## src/rtl/reflect_slot_scheduler_if.sv

```systemverilog
// Scheduler-to-modulator handshake plus the reflector enable window.
// The scheduler is the master; the bit modulator is the slave.
interface reflect_slot_scheduler_if;
    logic mod_req;
    logic mod_ack;
    logic mod_done;
    logic reflect_gate;

    modport master (
        output mod_req,
        output reflect_gate,
        input  mod_ack,
        input  mod_done
    );

    modport slave (
        input  mod_req,
        input  reflect_gate,
        output mod_ack,
        output mod_done
    );
endinterface

```

## src/rtl/reflect_slot_scheduler.sv

```systemverilog
// Turns each trigger rising edge into one reflection slot: fixed delay, slot offset
// (fixed or LFSR-random), then a req/ack/done grant of the reflector to the modulator.
module reflect_slot_scheduler #(
    parameter int          CLK_FREQ_MHZ           = 50,
    parameter int          TRIG_DELAY_IN_US       = 2,
    parameter int          TRIG_DELAY_IN_20NS_NEG = 35,
    parameter logic [15:0] MAC_SEED               = 16'h7654,
    parameter int          SLOT_LEN_CYCLES        = 500,
    parameter int          GUARD_CYCLES           = 50
) (
    input  logic                            clk,
    input  logic                            reset,
    input  logic                            trig,
    input  logic [1:0]                      mode,
    input  logic [1:0]                      mac_q,
    reflect_slot_scheduler_if.master        mod_if,
    output logic [2:0]                      slot_idx,
    output logic                            busy,
    output logic [7:0]                      overrun_cnt,
    output logic [7:0]                      timeout_cnt
);
    localparam int D_RAW    = TRIG_DELAY_IN_US * CLK_FREQ_MHZ - TRIG_DELAY_IN_20NS_NEG;
    localparam int D        = (D_RAW < 1) ? 1 : D_RAW;
    localparam int WAIT_MAX = D + 7 * SLOT_LEN_CYCLES;
    localparam int CNT_MAX  = (WAIT_MAX > GUARD_CYCLES) ? WAIT_MAX : GUARD_CYCLES;
    localparam int CNT_W    = $clog2(CNT_MAX + 1);

    // The shared counter holds "cycles left minus one" for the current state.
    localparam logic [CNT_W-1:0] D_LAST     = CNT_W'(D - 1);
    localparam logic [CNT_W-1:0] SLOT_LAST  = CNT_W'(SLOT_LEN_CYCLES - 1);
    localparam logic [CNT_W-1:0] SLOT_LEN_W = CNT_W'(SLOT_LEN_CYCLES);
    localparam logic [CNT_W-1:0] GUARD_LAST = CNT_W'(GUARD_CYCLES - 1);
    localparam logic [15:0]      LFSR_TAPS  = 16'hB400;

    localparam logic [1:0] MODE_FIXED = 2'b01;
    localparam logic [1:0] MODE_RAND  = 2'b10;
    localparam logic [1:0] MODE_CONT  = 2'b11;

    typedef enum logic [2:0] {S_IDLE, S_WAIT, S_REQ, S_ACTIVE, S_GUARD} state_t;

    state_t           state_q, state_d;
    logic [CNT_W-1:0] cnt_q, cnt_d;
    logic [15:0]      lfsr_q, lfsr_d;
    logic [2:0]       slot_idx_q, slot_idx_d;
    logic [7:0]       overrun_q, overrun_d;
    logic [7:0]       timeout_q, timeout_d;
    logic             gate_q, gate_d;
    logic             done_pend_q, done_pend_d;
    logic             trig_q;
    logic             trig_edge;
    logic             timeout_hit;

    assign trig_edge = trig & ~trig_q;
    assign lfsr_d    = {1'b0, lfsr_q[15:1]} ^ (lfsr_q[0] ? LFSR_TAPS : 16'h0000);

    // NOTE: clocked state uses non-blocking assignments so every flop samples pre-edge values.
    always_ff @(posedge clk) begin : state_reg
        if (!reset) state_q <= S_IDLE;
        else        state_q <= state_d;
    end

    always_ff @(posedge clk) begin : data_reg
        if (!reset) begin
            cnt_q       <= '0;
            lfsr_q      <= MAC_SEED;
            slot_idx_q  <= 3'd0;
            overrun_q   <= 8'd0;
            timeout_q   <= 8'd0;
            gate_q      <= 1'b0;
            done_pend_q <= 1'b0;
            trig_q      <= 1'b0;
        end else begin
            cnt_q       <= cnt_d;
            lfsr_q      <= lfsr_d;
            slot_idx_q  <= slot_idx_d;
            overrun_q   <= overrun_d;
            timeout_q   <= timeout_d;
            gate_q      <= gate_d;
            done_pend_q <= done_pend_d;
            trig_q      <= trig;
        end
    end

    always_comb begin : next_state
        // NOTE: every signal written here gets a default first, so no path can infer a latch.
        state_d     = state_q;
        cnt_d       = cnt_q;
        slot_idx_d  = slot_idx_q;
        done_pend_d = done_pend_q;
        overrun_d   = overrun_q;
        timeout_d   = timeout_q;
        timeout_hit = 1'b0;

        case (state_q)
            S_IDLE: begin
                if (trig_edge && (mode == MODE_FIXED || mode == MODE_RAND)) begin
                    slot_idx_d = (mode == MODE_RAND) ? (lfsr_q[2:0] & 3'((4'd1 << mac_q) - 4'd1))
                                                     : 3'd0;
                    cnt_d      = D_LAST + CNT_W'(slot_idx_d) * SLOT_LEN_W;
                    state_d    = S_WAIT;
                end
            end
            S_WAIT: begin
                if (cnt_q == '0) begin
                    state_d = S_REQ;
                    cnt_d   = SLOT_LAST;
                end else begin
                    cnt_d = cnt_q - 1'b1;
                end
            end
            S_REQ: begin
                // A done arriving with the ack is remembered so ACTIVE lasts one cycle.
                if (mod_if.mod_ack) begin
                    state_d     = S_ACTIVE;
                    cnt_d       = SLOT_LAST;
                    done_pend_d = mod_if.mod_done;
                end else if (cnt_q == '0) begin
                    state_d     = S_GUARD;
                    cnt_d       = GUARD_LAST;
                    timeout_hit = 1'b1;
                end else begin
                    cnt_d = cnt_q - 1'b1;
                end
            end
            S_ACTIVE: begin
                if (mod_if.mod_done || done_pend_q) begin
                    state_d     = S_GUARD;
                    cnt_d       = GUARD_LAST;
                    done_pend_d = 1'b0;
                end else if (cnt_q == '0) begin
                    state_d     = S_GUARD;
                    cnt_d       = GUARD_LAST;
                    timeout_hit = 1'b1;
                end else begin
                    cnt_d = cnt_q - 1'b1;
                end
            end
            S_GUARD: begin
                if (cnt_q == '0) state_d = S_IDLE;
                else             cnt_d   = cnt_q - 1'b1;
            end
            default: state_d = S_IDLE;
        endcase

        if (timeout_hit && timeout_q != 8'hFF)
            timeout_d = timeout_q + 8'd1;
        if (trig_edge && state_q != S_IDLE && overrun_q != 8'hFF)
            overrun_d = overrun_q + 8'd1;

        // Registered gate: continuous mode follows mode one cycle late, ACTIVE starts after ack.
        gate_d = (state_d == S_ACTIVE) || (state_d == S_IDLE && mode == MODE_CONT);
    end

    always_comb begin : outputs
        mod_if.mod_req = (state_q == S_REQ);
        busy           = (state_q != S_IDLE);
    end

    assign mod_if.reflect_gate = gate_q;
    assign slot_idx            = slot_idx_q;
    assign overrun_cnt         = overrun_q;
    assign timeout_cnt         = timeout_q;
endmodule

```

## src/flat_wrapper.sv

```systemverilog
// flat-port wrapper written by rule: the top's interface ports become plain ports
module reflect_slot_scheduler_flat 
#(
    parameter int          CLK_FREQ_MHZ           = 50,
    parameter int          TRIG_DELAY_IN_US       = 2,
    parameter int          TRIG_DELAY_IN_20NS_NEG = 35,
    parameter logic [15:0] MAC_SEED               = 16'h7654,
    parameter int          SLOT_LEN_CYCLES        = 500,
    parameter int          GUARD_CYCLES           = 50
)
  (clk, reset, trig, mode, mac_q, slot_idx, busy, overrun_cnt, timeout_cnt, mod_if_mod_req, mod_if_reflect_gate, mod_if_mod_ack, mod_if_mod_done);
  reflect_slot_scheduler_if mod_if_i ();
  input  logic clk;
  input  logic reset;
  input  logic trig;
  input  logic [1:0] mode;
  input  logic [1:0] mac_q;
  output logic [2:0] slot_idx;
  output logic busy;
  output logic [7:0] overrun_cnt;
  output logic [7:0] timeout_cnt;
  output wire logic [$bits(mod_if_i.mod_req)-1:0] mod_if_mod_req;
  output wire logic [$bits(mod_if_i.reflect_gate)-1:0] mod_if_reflect_gate;
  input wire logic [$bits(mod_if_i.mod_ack)-1:0] mod_if_mod_ack;
  input wire logic [$bits(mod_if_i.mod_done)-1:0] mod_if_mod_done;
  assign mod_if_mod_req = mod_if_i.mod_req;
  assign mod_if_reflect_gate = mod_if_i.reflect_gate;
  assign mod_if_i.mod_ack = mod_if_mod_ack;
  assign mod_if_i.mod_done = mod_if_mod_done;
  reflect_slot_scheduler #(.CLK_FREQ_MHZ(CLK_FREQ_MHZ), .TRIG_DELAY_IN_US(TRIG_DELAY_IN_US), .TRIG_DELAY_IN_20NS_NEG(TRIG_DELAY_IN_20NS_NEG), .MAC_SEED(MAC_SEED), .SLOT_LEN_CYCLES(SLOT_LEN_CYCLES), .GUARD_CYCLES(GUARD_CYCLES)) u_core (.clk(clk), .reset(reset), .trig(trig), .mode(mode), .mac_q(mac_q), .mod_if(mod_if_i), .slot_idx(slot_idx), .busy(busy), .overrun_cnt(overrun_cnt), .timeout_cnt(timeout_cnt));
endmodule
```

## config.mk

```make
export PLATFORM = sky130hd
export DESIGN_NAME = reflect_slot_scheduler_flat
export DESIGN_NICKNAME = d
export VERILOG_FILES = /design/src/rtl/reflect_slot_scheduler_if.sv /design/src/rtl/reflect_slot_scheduler.sv /design/src/flat_wrapper.sv
export SDC_FILE = /design/constraint.sdc
export NUM_CORES = 1
export LEC_CHECK = 0
export BUFFER_PORTS_ARGS = -buffer_cell sky130_fd_sc_hd__buf_2
export CAP_MARGIN = 20
export CORE_ASPECT_RATIO = 1.25
export CORE_MARGIN = 3
export CORE_UTILIZATION = 38
export DETAILED_ROUTE_END_ITERATION = 10
export GPL_TIMING_DRIVEN = 1
export HOLD_SLACK_MARGIN = 0.03
export MAX_ROUTING_LAYER = met4
export PLACE_DENSITY = 0.6
export SLEW_MARGIN = 20
export SYNTH_ARGS = -nofsm -noshare
export SYNTH_HDL_FRONTEND = slang
export SYNTH_SLANG_ARGS = --single-unit
```

## constraint.sdc

```tcl
create_clock -name clk -period 3.8 [get_ports clk]
set_input_delay 0.38 -clock clk [delete_from_list [all_inputs] [get_ports clk]]
set_output_delay 0.38 -clock clk [all_outputs]
set_load 0.01 [all_outputs]
```

# Yosys cells after proc, flatten, opt, wreduce, memory -nomap -nowiden
# Index checks and enable logic that the tools add are counted.
[op_classes] addsub=5 n_mul=1 n_eq_ne=14 shifts=1 n_mux=23 bitwise=4 n_reduce_logical=17
[ops] cell="two-way mux 12 bit" n=6
[ops] cell="one-hot mux 12 bit (5 select lines)" n=1
[ops] cell="two-way mux 3 bit" n=7
[ops] cell="adder 8 x 1 -> 8 bit, second input constant" n=2
[ops] cell="two-way mux 16 bit" n=1
[ops] cell="!= test 8 bit, second input constant" n=2
[ops] cell="bitwise XOR 15 x 16 -> 16 bit" n=1
[ops] cell="one-hot mux 3 bit (5 select lines)" n=1
[ops] cell="adder 7 x 12 -> 12 bit, first input constant" n=1
[ops] cell="zero test 12 bit" n=1
[ops] cell="subtractor 12 x 1 -> 12 bit, second input constant" n=1
[ops] cell="multiplier 3 x 7 -> 10 bit, second input constant" n=1
[ops] cell="== test 3 x 2 -> 1 bit, second input constant" n=3
[ops] cell="zero test 3 bit" n=2
[ops] cell="!= test 2 x 1 -> 1 bit, second input constant" n=3
[ops] cell="AND reduction 3 bit" n=2
[ops] cell="logical AND 1 bit" n=5
[ops] cell="two-way mux 1 bit" n=5
[ops] cell="nonzero test 5 bit" n=1
[ops] cell="== test 2 bit, second input constant" n=2
[ops] cell="one-hot mux 1 bit (2 select lines)" n=2
[ops] cell="bitwise AND 3 bit" n=1
[ops] cell="== test 3 x 1 -> 1 bit, second input constant" n=1
[ops] cell="== test 3 bit, second input constant" n=1
[ops] cell="10 further kinds" n=12
[totals] ff_bits=53 inputBits=9 out_inout_bits=22 wordCells=74

# Logic depth before layout (Yosys ltp)
# Gate-level depths: netlist (run 1).
[depth] depth_word=8 depth_mapped=16 ltp_nobuf=16

# Least setup slack after synthesis (run 1)
# No wires, ideal clock.
[synth_path] path_kind="input-to-reg" from="input mode[0]" to="register u_core.cnt_q[10]" setup_time_ns=0.074 t_arrival_ns=3.276 t_required_ns=3.726 path_slack_ns=0.450 stages=15 n_path_buf=0 cell_sequence="inv_1 > ha_1 > nand3_1 > inv_1 > fa_1 > inv_1 > fa_1 > inv_1 > fa_1 > nand4bb_1 > o311ai_0 > a2bb2oi_1 > a211oi_1 > a31oi_1 > a31oi_1"
[synth_between] elab_chain_cells=6 elab_cells_between_ends=11 cone_classes="add/sub (1); mul (1); eq/ne (3); mux (3); reduce/logical (3)"
[synth_lines] item="start, declared" line="flat_wrapper.sv:16" rtl="input logic [1:0] mode;"
[synth_lines] item="== test 2 bit" line="reflect_slot_scheduler.sv:96, reflect_slot_scheduler.sv:97"
[synth_lines] item="two-way mux 3 bit" line="reflect_slot_scheduler.sv:97" rtl="slot_idx_d = (mode == MODE_RAND) ? (lfsr_q[2:0] & 3'((4'd1 << mac_q) - 4'd1))"
[synth_lines] item="multiplier 3 x 7 -> 10 bit" line="reflect_slot_scheduler.sv:99" rtl="cnt_d = D_LAST + CNT_W'(slot_idx_d) * SLOT_LEN_W;"
[synth_lines] item="adder 7 x 12 -> 12 bit" line="reflect_slot_scheduler.sv:99"
[synth_lines] item="two-way mux 12 bit" line="reflect_slot_scheduler.sv:96" rtl="if (trig_edge && (mode == MODE_FIXED || mode == MODE_RAND)) begin"
[synth_lines] item="one-hot mux 12 bit (5 select lines)" line="reflect_slot_scheduler.sv:94" rtl="case (state_q)"
[synth_lines] item="end signal, assigned" line="reflect_slot_scheduler.sv:73" rtl="cnt_q <= cnt_d;"
[synth_lines] item="end, declared" line="reflect_slot_scheduler.sv:42" rtl="logic [CNT_W-1:0] cnt_q, cnt_d;"
# Several ways; a longest one is shown, not always the timed one. The select of a mux whose other input is x is not followed.
# A chain may end at the register's enable or synchronous reset.

# Worst setup path after layout (run 1)
# Same ends and word-level chain as after synthesis.

==> impl_metrics.csv, run 1 <==
group,metric,value,unit
cts,clk_latency,0.31,ns
cts,htree_levels,2,
sta,fin_crit_sh,86.6,%
worst_setup_path,worst-setup-path-type,"input port to register",
yosys,ys_ff_latch,53,
sta,fmax,0.304,GHz
worst_hold_path,hp-class,"input port to register",
yosys,synth_top_area_share,35.1,%
detailed_routing,via_per_inst,5.37,
worst_setup_path,arrival,3.53,ns
yosys,yosysWarnings,0,
detailed_routing,wl_per_cell,14.4,µm
detailed_routing,drtIter0Drc,178,
sta,fin_crit,3.29,ns
cts,cts_tree,"done",
cts,cts_buffers,5,
run_status,status,"finished clean",
cts,cts_setup_buffers,0,
cells_and_area,nNetsFinal,398,
sta,finalSetupTns,0,ns
grt,antenna_found_initial,0,
cts,path_clk_slew,0.10,ns
sta,finalSetupViolCount,0,
sta,tightest_slew,0.659,ns
detailed_routing,vias,2496,
cells_and_area,nFillCells,751,
yosys,netlist_instances,341,
worst_setup_path,end_kind,"register",
power_and_ir_drop,power_frac_comb,46.8,%
worst_setup_path,required,4.04,ns
cells_and_area,design_area,3380,µm²
cells_and_area,area_growth,11.8,%
place,place_hpwl,4.97,mm
yosys,ys_seq_area_share,35.1,%
floorplan,die_area,9060,µm²
yosys,netlist_top_cells_area,"dfxtp_1 35%, ha_1 5.4%, and2_1 3.9%, a21oi_1 3.6%, nor2_1 3.5%",
power_and_ir_drop,power_frac_clock,18.7,%
yosys,yosys.area.top_type,"dfxtp_1",
yosys,synth_enable_flop_cells,0,
yosys,synth_area,3020,µm²
grt,grt_max_degree,37,
sta,slew_headroom,55.9,%
grt,track_usage,15.6,%
grt,grt_pass1_vias,2437,
power_and_ir_drop,power_leakage,1.42,nW
floorplan,ios,31,
place,numPortBuffers,30,
cells_and_area,n_antenna_cell,0,
power_and_ir_drop,p_seq_share,34.5,%
cells_and_area,post-route-util,44.8,%
yosys,synth_top_cells_by_count,"53 x dfxtp_1, 28 x nor2_1, 22 x a21oi_1",
cts,cts-root-buf,"clkbuf_8",
worst_setup_path,critPathMaxFanout,4,
place,place_area,3260,µm²
power_and_ir_drop,p_sw,0.890,mW
power_and_ir_drop,peakVddDrop,0.000355,V
sta,maxSlewViolCount,0,
yosys,syn-num-nets,367,
power_and_ir_drop,power_density,630,nW/µm²
yosys,synth_cell_type_count,69,
cts,cts_hold_buf,0,
sta,finalHoldViolCount,0,
yosys,synth-async-reset-ratio,0,%
detailed_routing,antenna_left,0,
floorplan,die_h,106,µm
worst_setup_path,startpoint_type,"input port",
sta,fin_skew,0.00840,ns
yosys,synth_area_per_cell,8.86,µm²
flow_run,cap_violations,0,
detailed_routing,first_pass_iters,4,
yosys,yosysMostFrequentCell,"dfxtp_1",
cells_and_area,drive_gt1_share,17.2,%
detailed_routing,drcViolationCount,0,
place,gp_congestion,0.851,
floorplan,initial_core_util,40.1,%
grt,gr-total-overflow,0,
cts,cts_max_path_buffers,2,
power_and_ir_drop,p_sw_share,41.8,%
floorplan,design.core.area,7530,µm²
cts,cts_sinks,53,
power_and_ir_drop,intPower,1.24,mW
yosys,yosys_most_used_dff,"dfxtp_1",
floorplan,row_count,35,
sta,rsz0062_at_grt,"false",
cts,cts_resized,0,
detailed_routing,drt_wl_total,6.72,mm
grt,grt_first_pass_wirelength,11.3,mm
floorplan,die_w,85.8,µm
per-stage QoR:
| step | instances | setup WS [ns] | hold WS, ns | total power [mW] |
|---|---|---|---|---|
| floorplan | 341 | 0.450 | 0.386 | 1.53 |
| global placement | 457 | 0.300 | 0.391 | 1.72 |
| detailed placement | 457 | 0.185 | 0.393 | 1.72 |
| CTS | 465 | 0.497 | 0.287 | 2.14 |
| global route | 465 | 0.229 | 0.325 | 2.29 |
| finish | 465 | 0.511 | 0.296 | 2.13 |
area by class of cell:
class | instances | area, µm² | area share (%)
clock buffers | 5 | 68.8 | 2.04
multi-input cells | 262 | 1830 | 54.3
clock inverters | 3 | 50.0 | 1.48
flip-flops and latches | 53 | 1060 | 31.4
repair buffers | 36 | 195 | 5.78
well taps | 92 | 115 | 3.41
inverters | 14 | 52.6 | 1.56
registers in the layout, indices dropped and copies added, names as in the netlist:
name	flops
u_core.lfsr_q	16
u_core.cnt_q	12
u_core.overrun_cnt	8
u_core.timeout_cnt	8
u_core.slot_idx	3
u_core.state_q	3
u_core.done_pend_q	1
u_core.mod_if.reflect_gate	1
u_core.trig_q	1
power by group through the flow:
stage	combinational [mW]	clock (mW)	sequential, mW
after global routing	1.11	0.428	0.749
after detailed placement	0.980	0	0.744
after floorplan	0.818	0	0.708
after global placement	0.980	0	0.743
final	0.994	0.398	0.733
after CTS	0.989	0.414	0.732
routing by layer:
metal  track usage (%)  wire length (µm)
met4              5.88                99
met1              19.4              3030
met3              2.11               282
met2              25.6              3310
met5                 -                 0
worst max-delay path, stage by stage:
cell       delay, ns
buf_2           0.09
inv_1           0.04
ha_1            0.24
nand3_1         0.12
inv_1           0.11
fa_1            0.62
inv_1           0.09
fa_1            0.41
inv_1           0.07
fa_1            0.42
nand4bb_1       0.12
o311ai_0        0.15
a2bb2oi_1       0.17
a211oi_1        0.24
a31oi_1         0.07
a31oi_1         0.18
layout by cell type (no fill, tap or decap), types with 3 or more instances in the layout:
master    count
ha_1         13
o211ai_1      3
nor2b_1       7
xnor2_1       9
o22ai_1       4
xor2_1       11
a21oi_1      22
a221oi_1      3
dfxtp_1      53
buf_2        30
inv_1        13
nand4_1      11
nor3_1        3
nand3b_1      3
or3_1         4
buf_4         6
nand3_1       9
clkbuf_8      5
fa_1          4
nand2_1      18
nand2b_1      9
a31oi_1       3
mux2i_1       5
nor2_1       28
a211oi_1      3
o21ai_0      20
a211o_1       4
and2_1       19
cells by family (layout without fill, tap and decap cells):
group / count (synthesis) / after routing / share of synthesized area, %
buf+inv: 26 / 58 / 4.18
simple gates: 137 / 137 / 26.7
fa+ha+maj: 17 / 17 / 8.03
compound gates: 83 / 83 / 18.6
xor+xnor: 20 / 20 / 5.80
mux: 5 / 5 / 1.66
flops: 53 / 53 / 35.1
path summary, 6_finish.rpt:
check                                                 start  slack (ns)  cells past startpoint                            end
worst max register to register  u_core.lfsr_q[0]$_SDFF_PN0_        0.57                     12  u_core.cnt_q[10]$_SDFFE_PN0P_
worst min-delay path                                   trig        0.30                      2       u_core.trig_q$_SDFF_PN0_
worst max-delay path                                mode[0]        0.51                     16  u_core.cnt_q[10]$_SDFFE_PN0P_
worst min register to register  u_core.lfsr_q[7]$_SDFF_PN0_        0.41                      1    u_core.lfsr_q[6]$_SDFF_PN1_
Note: power is estimated with default switching activity, not from simulation.
==> inputs of run 2 (changes only) <==
--- a/config.mk
+++ b/config.mk
@@ -8,7 +8,7 @@
 export BUFFER_PORTS_ARGS = -buffer_cell sky130_fd_sc_hd__buf_2
 export CAP_MARGIN = 20
 export CORE_ASPECT_RATIO = 1.25
-export CORE_MARGIN = 3
+export CORE_MARGIN = 2
 export CORE_UTILIZATION = 38
 export DETAILED_ROUTE_END_ITERATION = 10
 export GPL_TIMING_DRIVEN = 1
==> run 2 against run 1 <==
- via count is the same
- highest routed layer unchanged
- register-to-register slack got worse by 0.02 ns
- combinational power shrank 1%
- largest cell class unchanged
- critical path depth is the same
- fmax is essentially flat
- critical endpoint unchanged
- routed wire length is 0.25% higher
- largest power group unchanged
- hold slack better by 0.0013 ns
- clock skew is 0.00096 ns lower
- cell count is 0.43% higher
- clock power is essentially flat
- sequential share of layout area is 0.058 points higher
- total power fell by 0.56%
==> impl_metrics.csv, run 2 (synthesis gave the netlist of run 1 again) <==
group,metric,value,unit
run_status,status,"finished clean",
cts,cts_max_path_buffers,2,
cts,htree_levels,2,
grt,grt_first_pass_wirelength,11.6,mm
sta,fin_skew,0.00744,ns
sta,fin_crit_sh,86.6,%
sta,maxSlewViolCount,0,
detailed_routing,vias,2496,
floorplan,die_h,104,µm
worst_setup_path,critPathMaxFanout,4,
worst_setup_path,startpoint_type,"input port",
place,place_hpwl,4.89,mm
detailed_routing,drcViolationCount,0,
place,numPortBuffers,30,
power_and_ir_drop,power_leakage,1.42,nW
sta,rsz0062_at_grt,"false",
cells_and_area,regMostFlops,"u_core.lfsr_q",
detailed_routing,wl_per_cell,14.4,µm
flow_run,cap_violations,0,
power_and_ir_drop,power_frac_comb,46.5,%
detailed_routing,first_pass_iters,5,
cts,clk_latency,0.31,ns
cells_and_area,n_antenna_cell,0,
detailed_routing,wl_met1,3.05,mm
cts,cts_sinks,53,
cts,cts_resized,0,
detailed_routing,drtIter0Drc,121,
power_and_ir_drop,p_seq_share,34.7,%
floorplan,design.core.area,7750,µm²
cells_and_area,largest_reg_flops,16,
worst_setup_path,arrival,3.53,ns
cells_and_area,drive_gt1_share,16.9,%
cells_and_area,area_growth,11.6,%
floorplan,die_area,8690,µm²
floorplan,die_w,83.8,µm
grt,gr-total-overflow,0,
worst_setup_path,rrSetupSlack,0.55,ns
cts,cts_buffers,5,
place,gp_congestion,0.828,
cells_and_area,top_regs,"u_core.lfsr_q: 16 flops, u_core.cnt_q: 12 flops",
power_and_ir_drop,p_sw,0.887,mW
cells_and_area,layout_commonest_cell,"dfxtp_1",
power_and_ir_drop,p_sw_share,41.9,%
grt,grt_max_degree,37,
sta,slew_headroom,55.3,%
cts,cts_tree,"done",
cts,cts_setup_buffers,0,
cts,cts-root-buf,"clkbuf_8",
cts,path_clk_slew,0.10,ns
worst_setup_path,required,4.04,ns
cells_and_area,nFillCells,793,
worst_hold_path,hp-class,"input port to register",
sta,finalHoldViolCount,0,
power_and_ir_drop,power_density,627,nW/µm²
power_and_ir_drop,power_frac_clock,18.8,%
power_and_ir_drop,finalPower,2.11,mW
power_and_ir_drop,intPower,1.23,mW
cells_and_area,most-common-layout-cells,"53 x dfxtp_1, 30 x buf_2, 28 x nor2_1",
floorplan,initial_core_util,39.0,%
grt,grt_pass1_vias,2397,
floorplan,row_count,36,
worst_setup_path,end_kind,"register",
sta,fmax,0.304,GHz
grt,track_usage,16.7,%
sta,fin_crit,3.29,ns
worst_setup_path,worst-setup-path-type,"input port to register",
detailed_routing,wl_met3,195,µm
detailed_routing,drt_wl_total,6.74,mm
detailed_routing,antenna_left,0,
floorplan,ios,31,
grt,antenna_found_initial,0,
sta,finalSetupViolCount,0,
detailed_routing,route.met2.wl,3.36,mm
detailed_routing,routed.top_layer,"met4",
detailed_routing,via_per_inst,5.34,
cells_and_area,nNetsFinal,397,
sta,tightest_slew,0.668,ns
sta,finalSetupTns,0,ns
cts,cts_hold_buf,0,
power_and_ir_drop,peakVddDrop,0.000381,V
run 2: cell types whose count changed in the layout (fill, tap and decap cells not counted), sizes merged:
cell / before / now
buf: 36 / 35
clkinv: 2 / 1
inv: 14 / 15
run 2: cell type report:
type / instances / area (µm²) / share of cell area (%)
well taps: 95 / 119 / 3.53
repair buffers: 35 / 188 / 5.57
multi-input cells: 262 / 1830 / 54.4
clock buffers: 5 / 68.8 / 2.04
clock inverters: 3 / 47.5 / 1.41
inverters: 14 / 52.6 / 1.56
flip-flops and latches: 53 / 1060 / 31.5
run 2: power groups by stage:
stage	clock network, mW	logic [mW]	registers (mW)
after CTS	0.411	0.980	0.731
final	0.398	0.983	0.733
after detailed placement	0	0.974	0.744
after floorplan	0	0.818	0.708
after global placement	0	0.969	0.743
after global routing	0.434	1.10	0.749
run 2: path summary, 6_finish.rpt:
check	start	to	cells after the start
setup / recovery	mode[0]	u_core.cnt_q[10]$_SDFFE_PN0P_	16
hold / removal	trig	u_core.trig_q$_SDFF_PN0_	2
setup reg to reg	u_core.lfsr_q[0]$_SDFF_PN0_	u_core.cnt_q[10]$_SDFFE_PN0P_	14
hold reg to reg	u_core.lfsr_q[7]$_SDFF_PN0_	u_core.lfsr_q[6]$_SDFF_PN1_	1
run 2: worst max-delay path, cell delays in order:
cell	delay, ns
buf_2	0.09
inv_1	0.04
ha_1	0.25
nand3_1	0.14
inv_1	0.12
fa_1	0.62
inv_1	0.09
fa_1	0.41
inv_1	0.08
fa_1	0.42
nand4bb_1	0.12
o311ai_0	0.15
a2bb2oi_1	0.17
a211oi_1	0.24
a31oi_1	0.06
a31oi_1	0.16
run 2: metal layers:
metal  up-vias  track usage, %
met5         -               -
met4         0            7.03
met3         9            2.23
met2        44            28.1
met1      1157            20.1
li1       1286               -
run 2: stage by stage:
| step | hold slack [ns] | cells | worst slack [ns] | area [µm²] | util [%] |
|---|---|---|---|---|---|
| after floorplan | 0.386 | 341 | 0.450 | 3020 | - |
| after global placement | 0.391 | 459 | 0.305 | 3250 | 42.0 |
| after detailed placement | 0.399 | 459 | 0.195 | 3250 | 42.0 |
| after CTS | 0.286 | 467 | 0.508 | 3370 | 43.5 |
| after global routing | 0.291 | 467 | 0.282 | 3370 | 43.5 |
| final | 0.297 | 467 | 0.508 | 3370 | 43.5 |
